File: src/rtl/mem_stage_pkg.sv
// Shared pipeline constants: inter-stage bus widths and field positions.
package mem_stage_pkg;

  // es_to_ms_bus: {no_dest[71], res_from_mem[70], gr_we[69], dest[68:64],
  //                alu_result[63:32], pc[31:0]}
  localparam int unsigned ES_TO_MS_BUS_WD = 72;
  // ms_to_ws_bus: {gr_we[69], dest[68:64], final_result[63:32], pc[31:0]}
  localparam int unsigned MS_TO_WS_BUS_WD = 70;
  // ms_to_ds_bus: {fwd_ok[38], no_dest[37], dest[36:32], final_result[31:0]}
  localparam int unsigned MS_TO_DS_BUS_WD = 39;

endpackage

File: src/rtl/mem_stage.sv
// Memory pipeline stage: holds one instruction, merges load data from the
// data SRAM, and keeps load results stable across writeback stalls.
module mem_stage
  import mem_stage_pkg::*;
(
  input  logic                       clk,
  input  logic                       reset,
  input  logic                       ws_allowin,
  output logic                       ms_allowin,
  input  logic                       es_to_ms_valid,
  input  logic [ES_TO_MS_BUS_WD-1:0] es_to_ms_bus,
  output logic                       ms_to_ws_valid,
  output logic [MS_TO_WS_BUS_WD-1:0] ms_to_ws_bus,
  output logic [MS_TO_DS_BUS_WD-1:0] ms_to_ds_bus,
  input  logic [31:0]                data_sram_rdata
);

  logic                       ms_valid;
  logic                       ms_first;
  logic                       ms_ready_go;
  logic [ES_TO_MS_BUS_WD-1:0] es_to_ms_bus_r;
  logic [31:0]                rdata_buf;

  logic        no_dest;
  logic        res_from_mem;
  logic        gr_we;
  logic [4:0]  dest;
  logic [31:0] alu_result;
  logic [31:0] pc;
  logic [31:0] load_data;
  logic [31:0] final_result;

  assign ms_ready_go    = 1'b1;
  assign ms_allowin     = !ms_valid || (ms_ready_go && ws_allowin);
  assign ms_to_ws_valid = ms_valid && ms_ready_go;

  always_ff @(posedge clk) begin
    if (reset) begin
      ms_valid <= 1'b0;
      ms_first <= 1'b0;
    end else begin
      if (ms_allowin) begin
        ms_valid <= es_to_ms_valid;
      end
      // High only for the cycle right after an accept, even when stalled.
      ms_first <= es_to_ms_valid && ms_allowin;
    end
  end

  always_ff @(posedge clk) begin
    if (es_to_ms_valid && ms_allowin) begin
      es_to_ms_bus_r <= es_to_ms_bus;
    end
  end

  // The SRAM only presents data in the first cycle; keep a copy for stalls.
  always_ff @(posedge clk) begin
    if (ms_valid && ms_first && res_from_mem) begin
      rdata_buf <= data_sram_rdata;
    end
  end

  assign {no_dest, res_from_mem, gr_we, dest, alu_result, pc} = es_to_ms_bus_r;

  assign load_data    = ms_first ? data_sram_rdata : rdata_buf;
  assign final_result = res_from_mem ? load_data : alu_result;

  assign ms_to_ws_bus = {gr_we, dest, final_result, pc};

  assign ms_to_ds_bus = {ms_valid,
                         ms_valid ? no_dest : 1'b1,
                         ms_valid ? dest : 5'd0,
                         final_result};

endmodule

File: config.mk
export PLATFORM = sky130hd
export DESIGN_NAME = mem_stage
export DESIGN_NICKNAME = d
export VERILOG_FILES = /design/src/rtl/mem_stage_pkg.sv /design/src/rtl/mem_stage.sv
export SDC_FILE = /design/constraint.sdc
export NUM_CORES = 1
export LEC_CHECK = 0
export CAP_MARGIN = 20
export CORE_MARGIN = 4
export CORE_UTILIZATION = 42
export CTS_BUF_LIST = sky130_fd_sc_hd__clkbuf_4 sky130_fd_sc_hd__clkbuf_8
export CTS_CLUSTER_SIZE = 8
export DETAILED_ROUTE_END_ITERATION = 8
export GPL_TIMING_DRIVEN = 0
export PLACE_DENSITY_LB_ADDON = 0.08
export SYNTH_ARGS = -nofsm -noshare
export SYNTH_HDL_FRONTEND = slang
export SYNTH_SLANG_ARGS = --single-unit
File: constraint.sdc
create_clock -name clk -period 3.6 [get_ports clk]
set_input_delay 0.72 -clock clk [delete_from_list [all_inputs] [get_ports clk]]
set_output_delay 0.72 -clock clk [all_outputs]
set_load 0.03 [all_outputs]
==> results_tabular.tex, run 1 <==
\begin{tabular}{lr}
\hline
Metric & Value \\
\hline
\multicolumn{2}{l}{\textbf{Placement}} \\
\quad Routability congestion estimate from global placement & 0.7037 \\
\quad Port Buffers & 218 \\
\quad Final HPWL DP & 7.912 mm \\
\quad Setup WS pre-CTS & 497.8 ps \\
\multicolumn{2}{l}{\textbf{STA}} \\
\quad Setup Skew & 10.09 ps \\
\quad Final setup vio count & 0 \\
\quad Minimum period implied by the final worst setup slack & 3072 ps \\
\quad RSZ-0062 raised after global routing & no \\
\quad Slew @ Worst Pin & 944.2 ps \\
\quad Pins Over Slew Limit & 0 \\
\quad Fraction of the cycle the final worst path needs & 85.33\% \\
\quad Fmax & 325.5 MHz \\
\quad Post-route setup slack & 528.1 ps \\
\quad Endpoints failing hold & 0 \\
\quad Slew HR & 37.05\% \\
\multicolumn{2}{l}{\textbf{Yosys}} \\
\quad Average instance area after synthesis & 15.12 um\^{}2 \\
\quad Gate count of the mapped netlist & 296 \\
\quad Yosys Warn Count & 0 \\
\quad Seq/Total Area, Yosys & 70.69\% \\
\quad Top cell type by total area after synthesis & sky130\_fd\_sc\_hd\_\_edfxtp\_1 \\
\quad Mapped Area & 4474 um\^{}2 \\
\quad Syn nets & 404 \\
\quad Count of unique library cells instantiated by Yosys & 15 \\
\quad Dominant cells by area after synthesis & sky130\_fd\_sc\_hd\_\_edfxtp\_1, sky130\_fd\_sc\_hd\_\_buf\_4, sky130\_fd\_sc\_hd\_\_mux2i\_1, sky130\_fd\_sc\_hd\_\_a21oi\_1, sky130\_fd\_sc\_hd\_\_nor2\_1 \\
\quad Yosys reg bits & 106 \\
\quad Post-synth top area share & 69.80\% \\
\multicolumn{2}{l}{\textbf{Detailed routing}} \\
\quad Count of vias placed by the detailed router & 2,937 \\
\quad Detailed-routing iteration count for the pre-antenna-repair pass & 4 \\
\quad Routed wire length & 10.60 mm \\
\quad Residual DRC count & 0 \\
\quad Antenna Nets Post-Route & 0 \\
\quad Average vias per placed instance & 4.410 \\
\quad DRT iter0 DRCs & 109 \\
\quad Average wire length per cell after detail routing & 15.92 um \\
\multicolumn{2}{l}{\textbf{Layout}} \\
\quad Share of layout cells above drive strength 1 & 18.49\% \\
\quad Nets & 633 \\
\quad Ant. Diodes & 0 \\
\quad Fillers & 769 \\
\quad Synth-to-Final Area Change & 57.30\% \\
\multicolumn{2}{l}{\textbf{CTS}} \\
\quad Clock tree from TritonCTS & yes \\
\quad Clock transition time at the flip-flop clock pins of the worst setup and hold paths & 100 ps \\
\quad Number of cells upsized or downsized after cts & 0 \\
\quad Number of sinks driven by the clock tree & 106 \\
\quad Maximum level of the CTS H-tree & 3 \\
\quad \# Post-CTS Setup Buffers & 0 \\
\quad Root buf cell & sky130\_fd\_sc\_hd\_\_clkbuf\_8 \\
\quad Count of hold buffers inserted by post-cts repair & 0 \\
\quad Clock insertion delay at the later pin of the skew report & 350 ps \\
\quad Clk buf depth & 2 \\
\quad Clock buffers created by TritonCTS & 9 \\
\multicolumn{2}{l}{\textbf{Setup path}} \\
\quad Setup slack of the most critical reg-to-reg path & 1780 ps \\
\quad Critical path capture point type & output port \\
\quad Crit path launch type & input pin \\
\quad Highest fanout seen on the critical path & 2 \\
\quad Arrival time of data at the critical path endpoint & 2350 ps \\
\quad Worst Setup Path Type & input pin to output port \\
\quad Critical path required time & 2880 ps \\
\multicolumn{2}{l}{\textbf{Power}} \\
\quad Leakage power figure & 2.617 nW \\
\quad Pwr Total & 0.002869 W \\
\quad P per Cell Area & 407.6 nW/um\^{}2 \\
\quad IR drop worst, VDD & 0.2193 mV \\
\multicolumn{2}{l}{\textbf{Global routing}} \\
\quad GRT met2 Usage & 29.15\% \\
\quad Number of antenna violations at the first check in global routing & 0 \\
\quad Total global routing overflow & 0 \\
\quad Number of global-route vias before repair & 2,988 \\
\quad Busiest layer in global routing & met2 \\
\quad First-pass GRT wire length & 16.03 mm \\
\quad Pin count of the biggest net entering global routing & 73 \\
\quad Met3 layer usage reported by global route & 7.151\% \\
\quad Aggregate global-route resource usage & 16.68\% \\
\quad Met1 track demand over resource in global routing & 18.26\% \\
\multicolumn{2}{l}{\textbf{Worst hold path}} \\
\quad Class of the tightest hold or removal check & flop to flop \\
\multicolumn{2}{l}{\textbf{Die}} \\
\quad Core area & 10,370 um\^{}2 \\
\quad DIE AREA & 12,370 um\^{}2 \\
\quad Horizontal extent of the die & 111.2 um \\
\quad Starting utilization of the core area & 43.15\% \\
\quad Die extent in y & 111.2 um \\
\quad Number of placement rows & 37 \\
\quad \# IOs & 219 \\
\multicolumn{2}{l}{\textbf{Outcome}} \\
\quad Outcome & completed \\
\multicolumn{2}{l}{\textbf{Flow run}} \\
\quad Count of max-cap constraint violations & 0 \\
\hline
\end{tabular}
[layout by cell type, fill, tap and decap left out]
cell                                n
sky130_fd_sc_hd__buf_4             71
sky130_fd_sc_hd__buf_12             3
sky130_fd_sc_hd__clkbuf_1           1
sky130_fd_sc_hd__buf_2              6
sky130_fd_sc_hd__clkinv_2           4
sky130_fd_sc_hd__clkbuf_8           9
sky130_fd_sc_hd__bufinv_16          2
sky130_fd_sc_hd__nor2_1            32
sky130_fd_sc_hd__nand2b_1           2
sky130_fd_sc_hd__mux2i_1           32
sky130_fd_sc_hd__and2_4             1
sky130_fd_sc_hd__clkdlybuf4s50_1  218
sky130_fd_sc_hd__buf_6              1
sky130_fd_sc_hd__clkinv_1           1
sky130_fd_sc_hd__nor3b_1            1
sky130_fd_sc_hd__and2_1             5
sky130_fd_sc_hd__a21oi_1           33
sky130_fd_sc_hd__dfxtp_1            2
sky130_fd_sc_hd__inv_1              1
sky130_fd_sc_hd__edfxtp_1         104
sky130_fd_sc_hd__and3_2             1
[final timing paths]
path,startpoint,endpoint,cells past startpoint
max,data_sram_rdata[18],ms_to_ws_bus[50],5
min,ms_to_ws_valid$_SDFFE_PP0P_,ms_to_ws_valid$_SDFFE_PP0P_,2
max reg2reg,ms_to_ws_valid$_SDFFE_PP0P_,es_to_ms_bus_r[37]$_DFFE_PP_,2
min reg2reg,ms_to_ws_valid$_SDFFE_PP0P_,ms_to_ws_valid$_SDFFE_PP0P_,2
[layer usage]
metal	share of wire, %	up-vias	wire [um]
li1	-	1440	-
met1	37	1344	3971
met2	50	143	5348
met3	11	10	1156
met4	1.2	0	124
met5	0	-	0
[cells in the mapped netlist]
master,number
sky130_fd_sc_hd__clkbuf_1,1
sky130_fd_sc_hd__buf_2,6
sky130_fd_sc_hd__nor2_1,32
sky130_fd_sc_hd__mux2i_1,32
sky130_fd_sc_hd__nand2b_1,2
sky130_fd_sc_hd__edfxtp_1,104
sky130_fd_sc_hd__and3_1,1
sky130_fd_sc_hd__buf_6,1
sky130_fd_sc_hd__buf_4,71
sky130_fd_sc_hd__dfxtp_1,2
sky130_fd_sc_hd__a21oi_1,33
sky130_fd_sc_hd__buf_12,3
sky130_fd_sc_hd__and2_1,6
sky130_fd_sc_hd__inv_1,1
sky130_fd_sc_hd__nor3b_1,1
[kinds of logic (layout without fill, tap and decap cells)]
group	Yosys count	in the layout	share of synthesized area, %
mux	32	32	7.159
flops	106	106	70.69
compound gates	33	33	3.691
simple gates	42	42	4.111
buf+inv	83	317	14.35
[registers in the layout (all words and copies together), names as in the netlist]
register,flops
es_to_ms_bus_r,72
ms_first,1
ms_to_ws_valid,1
rdata_buf,32
[where the power goes]
group | total (W) | switching, W | internal (W)
clock network | 0.000767 | 0.000382 | 0.000385
registers | 0.00143 | 0.0000152 | 0.00142
logic | 0.000667 | 0.000325 | 0.000342
total | 0.00287 | 0.000723 | 0.00215
[through the flow]
step | setup TNS [ps] | instances | cell area (um^2) | hold slack (ps) | utilization, %
detailed placement | 0 | 650 | 6830 | 737.7 | 65.87
floorplan | 0 | 296 | 4474 | 789.1 | -
finish | 0 | 666 | 7038 | 734.5 | 67.87
CTS | 0 | 666 | 7038 | 758.6 | 67.87
global placement | -45800 | 650 | 6827 | 715.4 | 65.83
global route | 0 | 666 | 7038 | 809.0 | 67.87
[critical path, cell delays in order]
cell	delay, ps
sky130_fd_sc_hd__clkdlybuf4s50_1	480
sky130_fd_sc_hd__mux2i_1	70
sky130_fd_sc_hd__a21oi_1	260
sky130_fd_sc_hd__buf_4	160
sky130_fd_sc_hd__clkdlybuf4s50_1	650
[final cells by class]
type	instances	area, um^2	share of cell area [%]
Clock buffer	9	123.9	1.760
Inverter	1	3.754	0.05333
Timing Repair Buffer	218	2182	31.00
Multi-Input combinational cell	107	673.1	9.564
Sequential cell	106	3163	44.94
Tap cell	136	170.2	2.418
Clock inverter	7	83.83	1.191
Buffer	82	638.1	9.067
Power figures use the tool's default switching activity.
==> run 2: changes to the inputs <==
--- a/config.mk
+++ b/config.mk
@@ -7,8 +7,7 @@
 export LEC_CHECK = 0
 export CAP_MARGIN = 20
 export CORE_MARGIN = 4
-export CORE_UTILIZATION = 42
-export CTS_BUF_LIST = sky130_fd_sc_hd__clkbuf_4 sky130_fd_sc_hd__clkbuf_8
+export CORE_UTILIZATION = 41
 export CTS_CLUSTER_SIZE = 8
 export DETAILED_ROUTE_END_ITERATION = 8
 export GPL_TIMING_DRIVEN = 0
==> results_tabular.tex, run 2 (synthesized netlist as in run 1, its figures left out) <==
\begin{tabular}{lr}
\hline
Metric & Value \\
\hline
\multicolumn{2}{l}{\textbf{Detailed routing}} \\
\quad Residual DRC count & 0 (unchanged) \\
\quad DRT iter0 DRCs & 119 (was 109) \\
\quad Antenna Nets Post-Route & 0 (unchanged) \\
\quad Count of vias placed by the detailed router & 2,991 (was 2,937) \\
\quad Routed wire length & 10.79 mm (was 10.60 mm) \\
\quad Average wire length per cell after detail routing & 16.18 um (was 15.92 um) \\
\quad Average vias per placed instance & 4.484 (was 4.410) \\
\quad Detailed-routing iteration count for the pre-antenna-repair pass & 4 (unchanged) \\
\multicolumn{2}{l}{\textbf{CTS}} \\
\quad Count of hold buffers inserted by post-cts repair & 0 (unchanged) \\
\quad Clock tree from TritonCTS & yes (unchanged) \\
\quad Clk buf depth & 2 (unchanged) \\
\quad Maximum level of the CTS H-tree & 3 (unchanged) \\
\quad \# Post-CTS Setup Buffers & 0 (unchanged) \\
\quad Clock buffers created by TritonCTS & 9 (unchanged) \\
\quad Clock transition time at the flip-flop clock pins of the worst setup and hold paths & 90 ps (was 100 ps) \\
\quad Root buf cell & sky130\_fd\_sc\_hd\_\_clkbuf\_8 (unchanged) \\
\quad Number of sinks driven by the clock tree & 106 (unchanged) \\
\quad Clock insertion delay at the later pin of the skew report & 360 ps (was 350 ps) \\
\quad Number of cells upsized or downsized after cts & 0 (unchanged) \\
\multicolumn{2}{l}{\textbf{Global routing}} \\
\quad Number of antenna violations at the first check in global routing & 0 (unchanged) \\
\quad Number of global-route vias before repair & 3,189 (was 2,988) \\
\quad First-pass GRT wire length & 16.75 mm (was 16.03 mm) \\
\quad Aggregate global-route resource usage & 17.19\% (was 16.68\%) \\
\quad Pin count of the biggest net entering global routing & 58 (was 73) \\
\quad Total global routing overflow & 0 (unchanged) \\
\multicolumn{2}{l}{\textbf{Die}} \\
\quad \# IOs & 219 (unchanged) \\
\quad DIE AREA & 12,650 um\^{}2 (was 12,370 um\^{}2) \\
\quad Core area & 10,460 um\^{}2 (was 10,370 um\^{}2) \\
\quad Horizontal extent of the die & 112.5 um (was 111.2 um) \\
\quad Die extent in y & 112.5 um (was 111.2 um) \\
\quad Number of placement rows & 37 (unchanged) \\
\quad Starting utilization of the core area & 42.76\% (was 43.15\%) \\
\multicolumn{2}{l}{\textbf{STA}} \\
\quad Setup Skew & 9.989 ps (was 10.09 ps) \\
\quad Minimum period implied by the final worst setup slack & 3092 ps (was 3072 ps) \\
\quad Pins Over Slew Limit & 0 (unchanged) \\
\quad Final setup vio count & 0 (unchanged) \\
\quad Setup TNS & 0 ps (unchanged) \\
\quad Slew @ Worst Pin & 754.9 ps (was 944.2 ps) \\
\quad Fraction of the cycle the final worst path needs & 85.89\% (was 85.33\%) \\
\quad RSZ-0062 raised after global routing & no (unchanged) \\
\quad Post-route setup slack & 507.8 ps (was 528.1 ps) \\
\quad Fmax & 323.4 MHz (was 325.5 MHz) \\
\quad Slew HR & 49.67\% (was 37.05\%) \\
\quad Endpoints failing hold & 0 (unchanged) \\
\multicolumn{2}{l}{\textbf{Layout}} \\
\quad Most frequent standard cell in the layout excluding fill and tap cells & sky130\_fd\_sc\_hd\_\_clkdlybuf4s50\_1 (unchanged) \\
\quad Nets & 634 (was 633) \\
\quad Register with the most flip-flops & es\_to\_ms\_bus\_r (unchanged) \\
\quad Max FFs per register & 72 (unchanged) \\
\quad Share of layout cells above drive strength 1 & 17.89\% (was 18.49\%) \\
\quad Top flop regs & es\_to\_ms\_bus\_r x72, rdata\_buf x32 (unchanged) \\
\quad Post-route core utilization & 67.24\% (was 67.87\%) \\
\quad Ant. Diodes & 0 (unchanged) \\
\quad Highest-count cells in the layout ignoring fill and taps & sky130\_fd\_sc\_hd\_\_clkdlybuf4s50\_1, sky130\_fd\_sc\_hd\_\_edfxtp\_1, sky130\_fd\_sc\_hd\_\_buf\_4 (unchanged) \\
\quad Synth-to-Final Area Change & 57.24\% (was 57.30\%) \\
\quad Fillers & 786 (was 769) \\
\multicolumn{2}{l}{\textbf{Power}} \\
\quad IR drop worst, VDD & 0.2264 mV (was 0.2193 mV) \\
\quad Share of total power in sequential cells & 51.2\% (was 50.0\%) \\
\quad Net Switching & 0.0007178 W (was 0.0007226 W) \\
\quad P per Cell Area & 397.9 nW/um\^{}2 (was 407.6 nW/um\^{}2) \\
\quad Switching portion of total power & 25.64\% (was 25.19\%) \\
\quad Leakage power figure & 2.609 nW (was 2.617 nW) \\
\quad Pwr Total & 0.002800 W (was 0.002869 W) \\
\quad Part of the total power dissipated in the clock network & 24.8\% (was 26.8\%) \\
\quad Cell-internal power & 0.002082 W (was 0.002146 W) \\
\quad Comb power frac & 24.0\% (was 23.3\%) \\
\multicolumn{2}{l}{\textbf{Placement}} \\
\quad Setup WS pre-CTS & 466.8 ps (was 497.8 ps) \\
\quad Routability congestion estimate from global placement & 0.6939 (was 0.7037) \\
\quad Final HPWL DP & 8.099 mm (was 7.912 mm) \\
\quad Port Buffers & 218 (unchanged) \\
\multicolumn{2}{l}{\textbf{Outcome}} \\
\quad Outcome & completed (unchanged) \\
\multicolumn{2}{l}{\textbf{Setup path}} \\
\quad Highest fanout seen on the critical path & 2 (unchanged) \\
\quad Worst Setup Path Type & input pin to output port (unchanged) \\
\quad Crit path launch type & input pin (unchanged) \\
\quad Arrival time of data at the critical path endpoint & 2370 ps (was 2350 ps) \\
\quad Critical path required time & 2880 ps (about the same) \\
\quad Setup slack of the most critical reg-to-reg path & 1890 ps (was 1780 ps) \\
\quad Critical path capture point type & output port (unchanged) \\
\multicolumn{2}{l}{\textbf{Flow run}} \\
\quad Count of max-cap constraint violations & 0 (unchanged) \\
\multicolumn{2}{l}{\textbf{Worst hold path}} \\
\quad Class of the tightest hold or removal check & flop to flop (unchanged) \\
\hline
\end{tabular}
run 2: changes by cell type in the layout (fill, tap and decap cells not counted), sizes merged:
cell,change
buf,+1
clkbuf,+3
bufinv,-1
clkinv,-2
run 2: final cells by class:
cell class                      instances  area, um^2  area share, %
Tap cell                              136       170.2          2.419
Timing Repair Buffer                  219        2210          31.41
Inverter                                1       3.754        0.05335
Buffer                                 82       638.1          9.070
Clock buffer                           12       135.1          1.921
Clock inverter                          4       42.54         0.6047
Multi-Input combinational cell        107       673.1          9.568
Sequential cell                       106        3163          44.96
run 2: final timing paths:
kind	to	start	depth (start not counted)
worst min-delay path	ms_to_ws_valid$_SDFFE_PP0P_	ms_to_ws_valid$_SDFFE_PP0P_	2
worst max-delay path	ms_to_ws_bus[61]	data_sram_rdata[29]	5
worst max register to register	rdata_buf[2]$_DFFE_PP_	ms_first$_SDFF_PP0_	3
worst min register to register	ms_to_ws_valid$_SDFFE_PP0P_	ms_to_ws_valid$_SDFFE_PP0P_	2
run 2: critical path, cell delays in order:
cell                              delay [ps]
sky130_fd_sc_hd__clkdlybuf4s50_1         480
sky130_fd_sc_hd__mux2i_1                  70
sky130_fd_sc_hd__a21oi_1                 280
sky130_fd_sc_hd__buf_4                   160
sky130_fd_sc_hd__clkdlybuf4s50_1         660
run 2: routing by layer:
layer	global-route usage [%]	share of wire (%)	up-vias
li1	-	-	1443
met1	18.45	36	1399
met2	29.20	49	138
met3	9.164	12	11
met4	5.529	1.6	0
met5	0	0	-
run 2: power by group through the flow:
| stage | combinational (W) | clock, W | sequential (W) |
|---|---|---|---|
| final | 0.000672 | 0.000695 | 0.00143 |
| after global routing | 0.000708 | 0.000773 | 0.00144 |
| after CTS | 0.000681 | 0.000716 | 0.00143 |
| after detailed placement | 0.000678 | 0 | 0.00146 |
| after global placement | 0.000665 | 0 | 0.00147 |
| after floorplan | 0.000351 | 0 | 0.00146 |
run 2: stage by stage:
stage          hold slack [ps]  cells  instance area [um^2]
4_1_cts                  728.8    667                  7036
6_report                 702.8    667                  7036
3_3_place_gp             687.1    650                  6827
2_1_floorplan            789.1    296                  4474
3_5_place_dp             710.4    651                  6858
5_1_grt                  808.8    667                  7036
==> run 3: changes to the inputs <==
--- a/config.mk
+++ b/config.mk
@@ -7,7 +7,8 @@
 export LEC_CHECK = 0
 export CAP_MARGIN = 20
 export CORE_MARGIN = 4
-export CORE_UTILIZATION = 41
+export CORE_UTILIZATION = 42
+export CTS_BUF_LIST = sky130_fd_sc_hd__clkbuf_8
 export CTS_CLUSTER_SIZE = 8
 export DETAILED_ROUTE_END_ITERATION = 8
 export GPL_TIMING_DRIVEN = 0
==> results of run 3 <==
The final DEF is identical to that of run 1; final timing and power are the same.
